===== src/rtl/vga_pkg.sv =====
// vga_pkg: display-path constants shared by the frame fetcher and the colour-output stage
package vga_pkg;
  localparam logic [2:0] ST_IDLE  = 3'd0;
  localparam logic [2:0] ST_FLUSH = 3'd1;
  localparam logic [2:0] ST_WAIT  = 3'd2;
  localparam logic [2:0] ST_REQ   = 3'd3;
  localparam logic [2:0] ST_BUSY  = 3'd4;
  localparam int H_ACTIVE = 800;
  localparam int V_ACTIVE = 600;
  localparam int FRAME_PIXELS = H_ACTIVE * V_ACTIVE;
  localparam int R_MSB = 15;
  localparam int R_LSB = 11;
  localparam int G_MSB = 10;
  localparam int G_LSB = 5;
  localparam int B_MSB = 4;
  localparam int B_LSB = 0;
endpackage


===== src/rtl/vga_frame_fetch_ctrl_if.sv =====
// vga_frame_fetch_ctrl_if: burst read request port between the frame fetcher and the SDRAM controller
interface vga_frame_fetch_ctrl_if #(
  parameter int ADDR_W = 24,
  parameter int LEN_W  = 9
);
  logic              rd_req;
  logic [ADDR_W-1:0] rd_addr;
  logic [LEN_W-1:0]  rd_len;
  logic              rd_ack;
  logic              rd_done;
  modport master (output rd_req, rd_addr, rd_len, input rd_ack, rd_done);
  modport slave  (input rd_req, rd_addr, rd_len, output rd_ack, rd_done);
endinterface


===== src/rtl/vga_frame_fetch_ctrl.sv =====
// vga_frame_fetch_ctrl: keeps the display FIFO topped up with one-at-a-time SDRAM bursts, resyncing on each frame start
module vga_frame_fetch_ctrl
  import vga_pkg::*;
#(
  parameter int ADDR_W      = 24,
  parameter int BASE_ADDR   = 0,
  parameter int FRAME_WORDS = FRAME_PIXELS,
  parameter int BURST_LEN   = 256,
  parameter int FIFO_DEPTH  = 1024,
  parameter int LVL_W       = 11,
  parameter int LEN_W       = 9
) (
  input  logic                   CLK,
  input  logic                   RSTn,
  input  logic                   frame_start,
  input  logic [LVL_W-1:0]       fifo_level,
  output logic                   fifo_clr,
  output logic                   frame_active,
  output logic                   overrun_err,
  vga_frame_fetch_ctrl_if.master rd
);
  localparam int WL_W = $clog2(FRAME_WORDS + 1);
  localparam logic [LVL_W-1:0] THRESH = LVL_W'(FIFO_DEPTH - BURST_LEN);
  logic [2:0]        state_q, state_d;
  logic [ADDR_W-1:0] addr_q, addr_d;
  logic [LEN_W-1:0]  len_q, len_d;
  logic [WL_W-1:0]   words_q, words_d;
  logic              pend_q, pend_d, active_q, active_d, ovr_q, ovr_d;
  assign rd.rd_req    = state_q == ST_REQ;
  assign rd.rd_addr   = addr_q;
  assign rd.rd_len    = len_q;
  assign fifo_clr     = state_q == ST_FLUSH;
  assign frame_active = active_q;
  assign overrun_err  = ovr_q;
  always_comb begin
    state_d  = state_q;
    addr_d   = addr_q;
    len_d    = len_q;
    words_d  = words_q;
    pend_d   = pend_q;
    active_d = active_q;
    ovr_d    = ovr_q | (frame_start && state_q != ST_IDLE && words_q != '0);
    case (state_q)
      ST_IDLE: state_d = frame_start ? ST_FLUSH : ST_IDLE;
      ST_FLUSH: begin
        addr_d  = ADDR_W'(BASE_ADDR);
        words_d = WL_W'(FRAME_WORDS);
        state_d = ST_WAIT;
      end
      ST_WAIT:
        if (frame_start) state_d = ST_FLUSH;
        else if (words_q == '0) active_d = 1'b0;
        else if (fifo_level <= THRESH) begin
          len_d    = (32'(words_q) < 32'(BURST_LEN)) ? LEN_W'(words_q) : LEN_W'(BURST_LEN);
          active_d = 1'b1;
          state_d  = ST_REQ;
        end
      ST_REQ: begin
        pend_d  = pend_q | frame_start;
        state_d = rd.rd_ack ? ST_BUSY : ST_REQ;
      end
      ST_BUSY: begin
        pend_d = pend_q | frame_start;
        if (rd.rd_done) begin
          addr_d  = addr_q + ADDR_W'(len_q);
          words_d = words_q - WL_W'(len_q);
          pend_d  = 1'b0;
          state_d = (pend_q || frame_start) ? ST_FLUSH : ST_WAIT;
        end
      end
      default: state_d = ST_IDLE;
    endcase
  end
  always_ff @(posedge CLK) begin
    if (!RSTn) begin
      state_q  <= ST_IDLE;
      addr_q   <= ADDR_W'(BASE_ADDR);
      len_q    <= '0;
      words_q  <= '0;
      pend_q   <= 1'b0;
      active_q <= 1'b0;
      ovr_q    <= 1'b0;
    end else begin
      state_q  <= state_d;
      addr_q   <= addr_d;
      len_q    <= len_d;
      words_q  <= words_d;
      pend_q   <= pend_d;
      active_q <= active_d;
      ovr_q    <= ovr_d;
    end
  end
endmodule

===== src/flat_wrapper.sv =====
// flat-port wrapper written by rule: the top's interface ports become plain ports
module vga_frame_fetch_ctrl_flat import vga_pkg::*;
#(
  parameter int ADDR_W      = 24,
  parameter int BASE_ADDR   = 0,
  parameter int FRAME_WORDS = FRAME_PIXELS,
  parameter int BURST_LEN   = 256,
  parameter int FIFO_DEPTH  = 1024,
  parameter int LVL_W       = 11,
  parameter int LEN_W       = 9
)
  (CLK, RSTn, frame_start, fifo_level, fifo_clr, frame_active, overrun_err, rd_rd_req, rd_rd_addr, rd_rd_len, rd_rd_ack, rd_rd_done);
  vga_frame_fetch_ctrl_if #(.ADDR_W(ADDR_W), .LEN_W(LEN_W)) rd_i ();
  input  logic CLK;
  input  logic RSTn;
  input  logic frame_start;
  input  logic [LVL_W-1:0] fifo_level;
  output logic fifo_clr;
  output logic frame_active;
  output logic overrun_err;
  output wire logic [$bits(rd_i.rd_req)-1:0] rd_rd_req;
  output wire logic [$bits(rd_i.rd_addr)-1:0] rd_rd_addr;
  output wire logic [$bits(rd_i.rd_len)-1:0] rd_rd_len;
  input wire logic [$bits(rd_i.rd_ack)-1:0] rd_rd_ack;
  input wire logic [$bits(rd_i.rd_done)-1:0] rd_rd_done;
  assign rd_rd_req = rd_i.rd_req;
  assign rd_rd_addr = rd_i.rd_addr;
  assign rd_rd_len = rd_i.rd_len;
  assign rd_i.rd_ack = rd_rd_ack;
  assign rd_i.rd_done = rd_rd_done;
  vga_frame_fetch_ctrl #(.ADDR_W(ADDR_W), .BASE_ADDR(BASE_ADDR), .FRAME_WORDS(FRAME_WORDS), .BURST_LEN(BURST_LEN), .FIFO_DEPTH(FIFO_DEPTH), .LVL_W(LVL_W), .LEN_W(LEN_W)) u_core (.CLK(CLK), .RSTn(RSTn), .frame_start(frame_start), .fifo_level(fifo_level), .fifo_clr(fifo_clr), .frame_active(frame_active), .overrun_err(overrun_err), .rd(rd_i));
endmodule

===== config.mk =====
export PLATFORM = sky130hd
export DESIGN_NAME = vga_frame_fetch_ctrl_flat
export DESIGN_NICKNAME = d
export VERILOG_FILES = /design/src/rtl/vga_pkg.sv /design/src/rtl/vga_frame_fetch_ctrl_if.sv /design/src/rtl/vga_frame_fetch_ctrl.sv /design/src/flat_wrapper.sv
export SDC_FILE = /design/constraint.sdc
export NUM_CORES = 1
export LEC_CHECK = 0
export BUFFER_PORTS_ARGS = -buffer_cell sky130_fd_sc_hd__buf_2
export CELL_PAD_IN_SITES_DETAIL_PLACEMENT = 0
export CELL_PAD_IN_SITES_GLOBAL_PLACEMENT = 2
export CORE_ASPECT_RATIO = 0.9
export CORE_UTILIZATION = 30
export CTS_CLUSTER_DIAMETER = 200
export CTS_CLUSTER_SIZE = 12
export DETAILED_ROUTE_END_ITERATION = 10
export PLACE_DENSITY = 0.8
export SYNTH_ARGS = -nofsm -noshare
export SYNTH_HDL_FRONTEND = slang
export SYNTH_SLANG_ARGS = --single-unit

===== constraint.sdc =====
create_clock -name CLK -period 2.01 [get_ports CLK]
set_input_delay 0.201 -clock CLK [delete_from_list [all_inputs] [get_ports CLK]]
set_output_delay 0.201 -clock CLK [all_outputs]
set_load 0.005 [all_outputs]

==> flow_metrics.py <==
metrics = {
    "clock_tree": {
        "htree_levels": 3,
        "clk_pin_slew_ps": 60,
        "root_buffer": "clkbuf_16",
        "hold_buffers": 0,
        "cts_sinks": 58,
        "clock_path_buffers": 2,
        "clk_latency_ps": 320,
        "numCtsBuffers": 9,
        "cts_tree": "yes",
    },
    "die": {
        "ios": 53,
        "start_util_pct": 31.3,
        "dieArea_mm2": 0.0113,
        "die_y_um": 101,
        "die_width_um": 112,
        "rows": 35,
        "core_mm2": 0.0104,
    },
    "logic_synthesis": {
        "synth_area_mm2": 0.00327,
        "yosys_warnings": 0,
        "yosysTopAreaCell": "dfxtp_1",
        "ys.flop_type": "dfxtp_1",
        "synth_nets": 435,
        "synth_seq_area_share_pct": 35.5,
        "synth_edf_count": 0,
        "synthArstFlopShare_pct": 0,
        "synth_top_area_share_pct": 35.5,
        "syn_area_per_cell_um2": 8.19,
        "syn_inst": 399,
        "synth.area.top_cells": "dfxtp_1 36%, ha_1 6.9%, a21oi_1 6.0%",
        "synth_cell_types": 53,
        "synth_seq_cells": 58,
    },
    "setup_path": {
        "rr_startpoint": "u_core.rd.rd_len[0]",
        "rr_endpoint": "u_core.rd.rd_addr[18]",
        "critPathBufInv": 0,
        "reg2reg_depth": 8,
        "crit_family": "compound AO/OA/AOI/OAI gates",
        "crit_path_max_fanout": 7,
        "worstPathArrival_ps": 2320,
        "critPathMaxStageDelay_ps": 460,
        "r2r_slack_ps": -100,
        "critical_path.cell_chain": "ha_4 -> fa_2 -> a211oi_2 -> o21ai_2 -> a221o_2 -> nand4_1 -> xor2_1 -> nor2_1",
        "endpoint_kind": "flip-flop",
        "start_kind": "flip-flop",
        "path_class": "flip-flop to flip-flop",
        "required_ps": 2220,
        "worst_path_max_delay_cell": "a221o_2",
    },
    "route": {
        "remaining_drc_errors": 0,
        "drtAntennaViolNets": 0,
        "drt_iter0_markers": 152,
        "dr.pass1.iters": 6,
        "wl_met2_um": 4200,
        "wl_met1_um": 4950,
        "met3WireLength_um": 271,
        "viasPerCell": 5.03,
        "wl_per_cell_um": 14.8,
        "routed_wl_um": 9520,
        "top_layer": "met4",
        "via_count": 3232,
    },
    "global_route": {
        "grt_usage_pct": 17.6,
        "grt_pass1_vias": 3108,
        "grt_pass1_wl_um": 15600,
        "overflow": 0,
        "antenna_found_initial": 0,
        "grt_max_degree": 20,
    },
    "timing": {
        "fin_ws_ps": -97.0,
        "rsz0062_at_grt": "yes",
        "holdWs_ps": 152,
        "worst_pin_slew_ps": 397,
        "skew_ps": 6.66,
        "finalCritPeriodShare_pct": 105,
        "layout_min_cycle_time_ps": 2110,
        "max_freq_mhz": 475,
        "relSlewSlack_pct": 73.5,
        "final.setup.tns_ps": -497,
        "hold_viol": 0,
        "setup_viol": 8,
        "slew_viol_final": 0,
    },
    "hold_path": {
        "holdCritStartpoint": "rd_rd_ack",
        "hp-class": "primary input to flip-flop",
        "whs_path_depth": 3,
        "hold_end": "u_core.state_q[2]",
    },
    "pwr": {
        "power_density_mw_per_mm2": 693,
        "peakVddDrop_v": 0.000343,
        "power_mw": 3.23,
        "p_leak_nw": 1.96,
    },
    "placed_design": {
        "port_buffers": 52,
        "place_hpwl_um": 7040,
        "gp_congestion": 0.823,
        "place_ws_ps": -106,
    },
    "final_layout": {
        "area_delta_synth_final_pct": 42.8,
        "final_cell_mix": "62 x buf_4, 52 x buf_2, 48 x dfxtp_1",
        "n_antenna_cell": 0,
        "drive_above_1_share_pct": 37.0,
        "fin_util_pct": 44.8,
        "final_common_cell": "buf_4",
        "finalNetCount": 545,
    },
    "status": {
        "violations": "setup timing",
        "status": "complete, but fails checks",
    },
    "job": {
        "drv_cap": 0,
    },
}
## metal layers
metal,global-route usage (%),vias to the layer above
li1,-,1671
met1,24.6,1508
met2,27.5,45
met3,3.43,8
met4,4.51,0
met5,0,-
## tightest hold or removal path: cells and delay by family
family	cells	cell delay, ps
buffers and inverters	1	100
AO/OA/AOI/OAI	1	60
AND/OR/NAND/NOR	1	70
## cell families after synthesis
| logic type | count (synthesis) | synth area share [%] |
|---|---|---|
| AND/OR/NAND/NOR | 157 | 25.4 |
| AO/OA/AOI/OAI | 102 | 19.0 |
| flip-flops | 58 | 35.5 |
| buffers and inverters | 32 | 3.87 |
| XOR/XNOR | 30 | 8.04 |
| adder cells (fa/ha/maj) | 20 | 8.12 |
## report_power, final
part	internal [mW]	switching (mW)	total, mW	leakage, nW
Clock	1.08	0.565	1.65	0.151
Sequential	1.18	0.0329	1.21	0.474
Combinational	0.162	0.210	0.373	1.33
Total	2.42	0.809	3.23	1.96
## worst max path at each step
stage | start | cells past startpoint | slack, ps | end
after detailed placement | u_core.rd.rd_len[0] | 8 | -110 | u_core.rd.rd_addr[18]
after global placement | u_core.rd.rd_len[0] | 8 | -100 | u_core.rd.rd_addr[18]
after floorplan | u_core.rd.rd_len[0] | 8 | -7 | u_core.rd.rd_addr[18]
after global routing | u_core.rd.rd_len[0] | 8 | -170 | u_core.words_q[16]
after CTS | u_core.rd.rd_len[0] | 8 | -50 | u_core.words_q[16]
final | u_core.rd.rd_len[0] | 8 | -100 | u_core.rd.rd_addr[18]
## registers in the layout, indices dropped and copies added, names as in the netlist
name	flops
u_core.state_q	3
u_core.rd.rd_len	9
u_core.overrun_err	1
u_core.rd.rd_addr	24
u_core.words_q	19
u_core.pend_q	1
u_core.frame_active	1
## stage by stage
step	std cells	instance area [µm²]
after global routing	643	4660
after CTS	639	4470
after detailed placement	622	4110
after floorplan	399	3310
after global placement	622	4110
final	643	4660
## Yosys cell counts (9+ instances only)
master and count:
nor2_1 39, a21oi_1 39, nor4_1 11, ha_1 18, xor2_1 21, nand2_1 28, inv_1 15, dfxtp_1 58
nand3_1 29, o21ai_0 13, xnor2_1 9, clkbuf_1 11, o21ai_1 11
## layout make-up
type	instances	area [µm²]
fillers	1012	5760
multi-input cells	309	2200
clock buffers	9	225
repair buffers	115	746
well taps	129	161
flip-flops and latches	58	1180
clock inverters	7	93.8
inverters	16	60.1
## repair_timing
action	4_1_cts	5_1_grt
gates cloned	0	0
gates resized for setup	9	38
pin swaps	5	11
endpoints found under the setup margin	18	37
buffers inserted	1	4
No activity file was read; power rests on OpenSTA's default activity.
